$ cat config.mk
export PLATFORM = sky130hd
export DESIGN_NAME = pipelined_adder
export DESIGN_NICKNAME = d
export VERILOG_FILES = /design/src/rtl/adder_pkg.sv /design/src/rtl/adder_chunk.sv /design/src/rtl/pipelined_adder.sv
export SDC_FILE = /design/constraint.sdc
export NUM_CORES = 1
export LEC_CHECK = 0
export ABC_AREA = 1
export CORE_UTILIZATION = 50
export DETAILED_ROUTE_END_ITERATION = 7
export PLACE_DENSITY = 0.84
export SYNTH_ARGS = -nofsm -noshare
export SYNTH_HDL_FRONTEND = slang
export SYNTH_SLANG_ARGS = --single-unit
$ cat constraint.sdc
create_clock -name clk -period 8.3 [get_ports clk]
set_input_delay 1.66 -clock clk [delete_from_list [all_inputs] [get_ports clk]]
set_output_delay 1.66 -clock clk [all_outputs]
set_load 0.02 [all_outputs]
$ cat src/rtl/adder_pkg.sv
// Shared helpers for the pipelined adder/subtractor.
// Chunk geometry and the legality check for WIDTH/STAGES pairs.
package adder_pkg;

  function automatic int chunk_w(input int width, input int stages);
    return (stages > 0) ? width / stages : width;
  endfunction

  // Width must split into STAGES equal, non-empty chunks.
  function automatic bit geom_ok(input int width, input int stages);
    return (stages >= 1) && (stages <= width) && ((width % stages) == 0);
  endfunction

endpackage

$ cat src/rtl/adder_chunk.sv
// Combinational W-bit ripple add of one carry-chain chunk.
// Produces the chunk sum and the carry into the next chunk.
module adder_chunk #(
  parameter int W = 4
) (
  input  logic [W-1:0] a,
  input  logic [W-1:0] b,
  input  logic         ci,
  output logic [W-1:0] s,
  output logic         co
);

  logic [W:0] full;

  always_comb begin
    full = {1'b0, a} + {1'b0, b} + {{W{1'b0}}, ci};
  end

  assign s  = full[W-1:0];
  assign co = full[W];

endmodule

$ cat src/rtl/pipelined_adder.sv
// Pipelined WIDTH-bit adder/subtractor, one carry-chain chunk per stage.
// Valid/ready handshake with a global stall; flags from the last stage.
module pipelined_adder
  import adder_pkg::*;
#(
  parameter int WIDTH  = 16,
  parameter int STAGES = 4
) (
  input  logic             clk,
  input  logic             rst,
  input  logic             in_valid,
  output logic             in_ready,
  input  logic [WIDTH-1:0] a,
  input  logic [WIDTH-1:0] b,
  input  logic             cin,
  input  logic             sub,
  output logic             out_valid,
  input  logic             out_ready,
  output logic [WIDTH-1:0] sum,
  output logic             cout,
  output logic             ovf,
  output logic             zero
);

  localparam int CHUNK = chunk_w(WIDTH, STAGES);

  if (!geom_ok(WIDTH, STAGES)) begin : g_bad_geom
    $error("pipelined_adder: WIDTH must be a multiple of STAGES");
  end

  logic             advance;
  logic [WIDTH-1:0] b_eff;
  logic             c0;

  logic             vld_w [STAGES];
  logic             cy_w  [STAGES];
  logic [WIDTH-1:0] res_w [STAGES];
  logic [WIDTH-1:0] opa_w [STAGES];
  logic [WIDTH-1:0] opb_w [STAGES];

  assign advance  = !out_valid || out_ready;
  assign in_ready = advance;
  assign b_eff    = sub ? ~b : b;
  assign c0       = sub ? 1'b1 : cin;

  for (genvar k = 0; k < STAGES; k++) begin : g_stage
    logic             in_vld;
    logic             in_cy;
    logic [WIDTH-1:0] in_res;
    logic [WIDTH-1:0] in_a;
    logic [WIDTH-1:0] in_b;

    if (k == 0) begin : g_head
      assign in_vld = in_valid;
      assign in_cy  = c0;
      assign in_res = '0;
      assign in_a   = a;
      assign in_b   = b_eff;
    end else begin : g_body
      assign in_vld = vld_w[k-1];
      assign in_cy  = cy_w[k-1];
      assign in_res = res_w[k-1];
      assign in_a   = opa_w[k-1];
      assign in_b   = opb_w[k-1];
    end

    logic [CHUNK-1:0] ch_s;
    logic             ch_co;

    adder_chunk #(
      .W(CHUNK)
    ) u_chunk (
      .a (in_a[k*CHUNK +: CHUNK]),
      .b (in_b[k*CHUNK +: CHUNK]),
      .ci(in_cy),
      .s (ch_s),
      .co(ch_co)
    );

    logic             vld_q, vld_d;
    logic             cy_q, cy_d;
    logic [WIDTH-1:0] res_q, res_d;
    logic [WIDTH-1:0] res_n;

    // Lower chunks ride along; this stage fills in chunk k.
    always_comb begin
      res_n = in_res;
      res_n[k*CHUNK +: CHUNK] = ch_s;
    end

    always_comb begin
      vld_d = vld_q;
      cy_d  = cy_q;
      res_d = res_q;
      if (advance) begin
        vld_d = in_vld;
        cy_d  = ch_co;
        res_d = res_n;
      end
    end

    always_ff @(posedge clk or posedge rst) begin
      if (rst) begin
        vld_q <= 1'b0;
        cy_q  <= 1'b0;
        res_q <= '0;
      end else begin
        vld_q <= vld_d;
        cy_q  <= cy_d;
        res_q <= res_d;
      end
    end

    assign vld_w[k] = vld_q;
    assign cy_w[k]  = cy_q;
    assign res_w[k] = res_q;

    if (k < STAGES - 1) begin : g_ops
      logic [WIDTH-1:0] opa_q, opa_d;
      logic [WIDTH-1:0] opb_q, opb_d;

      always_comb begin
        opa_d = opa_q;
        opb_d = opb_q;
        if (advance) begin
          opa_d = in_a;
          opb_d = in_b;
        end
      end

      always_ff @(posedge clk or posedge rst) begin
        if (rst) begin
          opa_q <= '0;
          opb_q <= '0;
        end else begin
          opa_q <= opa_d;
          opb_q <= opb_d;
        end
      end

      assign opa_w[k] = opa_q;
      assign opb_w[k] = opb_q;
    end else begin : g_tail
      logic ovf_q, ovf_d;
      logic zero_q, zero_d;
      logic ovf_n;
      logic unused_ops;

      // Signed overflow: like-signed operands, result sign flipped.
      always_comb begin
        ovf_n = (in_a[WIDTH-1] == in_b[WIDTH-1]) &&
                (res_n[WIDTH-1] != in_a[WIDTH-1]);
      end

      always_comb begin
        ovf_d  = ovf_q;
        zero_d = zero_q;
        if (advance) begin
          ovf_d  = ovf_n;
          zero_d = (res_n == '0);
        end
      end

      always_ff @(posedge clk or posedge rst) begin
        if (rst) begin
          ovf_q  <= 1'b0;
          zero_q <= 1'b0;
        end else begin
          ovf_q  <= ovf_d;
          zero_q <= zero_d;
        end
      end

      assign opa_w[k]   = in_a;
      assign opb_w[k]   = in_b;
      assign unused_ops = ^{opa_w[k], opb_w[k]};
      assign ovf        = ovf_q;
      assign zero       = zero_q;
    end
  end

  assign out_valid = vld_w[STAGES-1];
  assign sum       = res_w[STAGES-1];
  assign cout      = cy_w[STAGES-1];

endmodule

### After elaboration in Yosys (flattened, before gate mapping)

Cells that the tools add are included.

| word-level totals | value |
|---|---|
| RAM bits | 0 |
| input bits | 38 |
| bits in registers | 146 |
| memories | 0 |
| bits in latches | 0 |
| memory bits (read-only) | 0 |
| output and inout port bits | 21 |

| operators by class | value |
|---|---|
| multiplexer cells | 2 |
| reductions and logical operators | 4 |
| magnitude comparators | 0 |
| div/mod/pow operators | 0 |
| bitwise gates (word level) | 1 |
| multiply operators | 0 |
| shift-type cells | 0 |
| equal/unequal tests | 2 |
| $add $sub $neg | 8 |

Operator list:

| cell | number |
|---|---|
| $add A4 B4 Y5 | 4 |
| $add A5 B1 Y5 | 4 |
| $logic_not A16 Y1 | 1 |
| $mux W16 | 1 |
| $not A16 Y16 | 1 |
| $eq A1 B1 Y1 | 1 |
| $logic_and A1 B1 Y1 | 1 |
| $logic_not A1 Y1 | 1 |
| $logic_or A1 B1 Y1 | 1 |
| $mux W1 | 1 |
| $ne A1 B1 Y1 | 1 |

### Longest topological paths before layout

| depth | value |
|---|---|
| depth in word-level cells | 4 |
| mapped depth | 10 |
| depth with buffers taken out | 9 |

### Hierarchy

Synthesis repeated with hierarchy kept, for this count alone.

| second synthesis, totals | value |
|---|---|
| cell total of the unflattened synthesis | 521 |
| area, all modules | 4638.2 µm² |

By module, submodules not included:

| module | times used | area each (µm²) | seq. area each (µm²) | cells an instance |
|---|---|---|---|---|
| pipelined_adder | 1 | 3977.6 | 2452.4 | 421 |
| adder_chunk | 4 | 165.2 | 0.0 | 25 |

### Least setup slack after synthesis

OpenSTA, ideal clock, no wires.

| timing path | value |
|---|---|
| path type | input to output |
| start | in out_ready |
| end | out in_ready |
| arrival | 2137 ps |
| path buffers | 2 |
| slack | 4503 ps |
| stages on the path | 4 |
| cell sequence | nor2_4 -> inv_2 -> buf_6 -> buf_2 |

| between the ends | value |
|---|---|
| longest elaborated chain between the ends | 1 |

RTL lines:

| item | line | text |
|---|---|---|
| start: declaration | pipelined_adder.sv:18 | `input logic out_ready,` |
| $logic_or A1 B1 Y1 | pipelined_adder.sv:41 | `assign advance = !out_valid \|\| out_ready;` |
| end: declaration | pipelined_adder.sv:12 | `output logic in_ready,` |

No other way between the ends.

### Final worst setup path

Same ends and word-level chain as after synthesis.

==> reports/results.tsv <==
metric	value	unit
ctsResizeCount	0	
drtIter0Drc	223	
die_y	96.1	um
p_comb_share	37.9	%
worstReg2RegEnd	zero	
dieWidth	96.1	um
synth-xor-area-share	3.17	%
syn_inst	488	
ys_types	21	
outcome	complete, no violations	
path_clk_slew	80	ps
leakagePower	2.59	nW
r2r-start	g_stage[2].cy_q	
yosysSeqAreaShare	55.4	%
rrSetupSlack	6440	ps
diodes	0	
p_sw	0.704	mW
synth_top_area_share	55.4	%
core	0.00838	mm2
track_usage	19.2	%
cts_root_buf	clkbuf_8	
synth_compound_area_share	6.95	%
synthMuxAreaShare	0	%
vias	3236	
worstPathArrival	3630	ps
p_clk_share	20.2	%
pwr-share-seq	41.9	%
drv_slew	0	
routedWlPerCell	12.3	um
wirelength	7930	um
hold_end	g_stage[1].g_ops.opb_q[10]	
syn_avg_cell_area	9.07	um2
ys_seq_elements	98	
via_per_inst	5.00	
ant_nets	0	
hold_path_depth	2	
synth_top_family_by_area	simple AND/OR/NAND/NOR gates	
initial_core_util	52.8	%
die_area	0.00923	mm2
synth_fa_ha_area_share	7.01	%
numCtsBuffers	9	
synth_nets	546	
cp-start-kind	primary input	
first_pass_iters	4	
gr-total-overflow	0	
final_nets	595	
hold_path.startpoint	g_stage[0].g_ops.opb_q[10]	
endpoint_kind	output pin	
hold_ws	477	ps
grt_max_degree	111	
area_growth	19.2	%
setup_viol	0	
final_util	62.9	%
clkLatencyLatePin	350	ps
synth_area_leaders	dfrtp_1, nand2_1, o21ai_0, fa_1, ha_1	
fin_skew	6.92	ps
period_needed	5290	ps
cts_sinks	98	
final-hold-violation-count	0	
swShare	36.4	%
post-route-period-util	63.7	%
hold_class	reg -> reg	
hpwl	5360	um
synth_top_area_cell	dfrtp_1	
drcViolationCount	0	
htreeDepth	3	
worstPathMaxFanout	85	
slowest_delay	740	ps
vdd_drop_max	0.136	mV
cts_tree	built	
gp_congestion	0.814	
drive_gt1_share	4.24	%
hold_buffers	0	
cts_buffer_depth	2	
worstMarginPinSlew	983	ps
path_cells	clkdlybuf4s50_1 > nor2_4 > inv_2 > buf_4 > clkdlybuf4s50_1	
cts_setup_buffers	0	
grt_pass1_wl	13500	um
p_per_area	367	mW/mm2
slowest_stage	clkdlybuf4s50_1	
io_pins	59	
nFillCells	693	
grt_pass1_vias	3057	
slew_headroom	34.4	%
tns	0	ps
crit_path_frequent_cell	clkdlybuf4s50_1	
fp-row-count	33	
worstPathRequired	6640	ps
portBuffers	58	
yosys_warnings	0	
r2r_cells	9	
criticalPathCategory	in -> out	
p_int	1.23	mW
yosys.area_share.simple	21.0	%
antenna_found_initial	0	
fmax	0.189	GHz
maxCapViolCount	0	
rsz0062_at_grt	no	
syn_area	0.00443	mm2
metal layers:
metal | track usage [%] | wire (um) | vias up
met2 | 30.2 | 3810 | 82
met3 | 2.37 | 356 | 9
met5 | 0 | 0 | -
met1 | 26.5 | 3640 | 1533
li1 | - | - | 1612
met4 | 9.33 | 128 | 0
worst max-delay path: cells and delay by family:
| family | cells | cell delay (ps) |
|---|---|---|
| buf+inv | 4 | 1870 |
| simple gates | 1 | 50 |
worst max-delay path by stage:
stage,from,endpoint,slack [ps],depth (start not counted)
after floorplan,rst,cout,4080,1
after global placement,out_ready,in_ready,3060,5
after detailed placement,out_ready,in_ready,3030,5
after CTS,out_ready,in_ready,3020,5
after global routing,out_ready,in_ready,2930,5
final,out_ready,in_ready,3010,5
synthesized netlist by cell type (all sizes together):
cell	n
o31ai	1
inv	35
a21oi	8
fa	8
ha	12
nand3	11
o21ai	52
or2	2
nand2	193
nand3b	5
nand4	1
xnor2	13
dfrtp	98
xor2	3
nor2	23
buf	20
clkbuf	3
power by group through the flow:
| stage | Sequential [mW] | Clock, mW | Combinational [mW] |
|---|---|---|---|
| after global placement | 0.810 | 0 | 0.694 |
| after floorplan | 0.844 | 0 | 0.475 |
| after detailed placement | 0.819 | 0 | 0.732 |
| after global routing | 0.838 | 0.416 | 0.838 |
| after CTS | 0.812 | 0.397 | 0.739 |
| final | 0.810 | 0.390 | 0.733 |
layout make-up:
cell class / count / area, um2 / area share (%)
Sequential cell: 98 / 2450 / 46.5
Multi-Input combinational cell: 332 / 1690 / 32.0
Clock inverter: 5 / 125 / 2.37
Inverter: 35 / 134 / 2.54
Tap cell: 105 / 131 / 2.49
Clock buffer: 11 / 141 / 2.68
Timing Repair Buffer: 61 / 603 / 11.4
registers in the layout (all words and copies together), names as in the netlist:
name,cells
out_valid,1
ovf,1
sum,16
cout,1
g_stage.g_ops.opb_q,24
zero,1
g_stage.cy_q,3
g_stage.g_ops.opa_q,24
g_stage.res_q,24
g_stage.vld_q,3
cells in the final DEF, fill, tap and decap left out:
master / instances
xnor2_1: 13
a21oi_1: 8
nand4_1: 1
nand3_1: 11
nand2_1: 193
dfrtp_1: 98
nor2_1: 22
o21ai_1: 2
nor2_4: 1
inv_1: 33
clkbuf_1: 1
o31ai_1: 1
inv_4: 1
clkinv_2: 1
buf_4: 3
clkbuf_8: 10
xor2_1: 3
o21ai_0: 50
or2_2: 2
fa_1: 8
nand3b_1: 5
ha_1: 12
inv_2: 1
bufinv_16: 4
clkdlybuf4s50_1: 58
through the flow:
step	std cells	cell area (um2)	total power, mW	setup WS, ps
after floorplan	488	4430	1.32	4080
after global placement	631	5010	1.50	3060
after detailed placement	631	5010	1.55	3030
after CTS	647	5280	1.95	3020
after global routing	647	5280	2.09	2930
final	647	5280	1.93	3010
kinds of logic (layout without fill, tap and decap cells):
family          count (synthesis)  after routing
fa+ha+maj                      20             20
simple gates                  235            235
flops                          98             98
xor+xnor                       16             16
buf+inv                        58            112
compound gates                 61             61
Power figures use the tool's default switching activity.
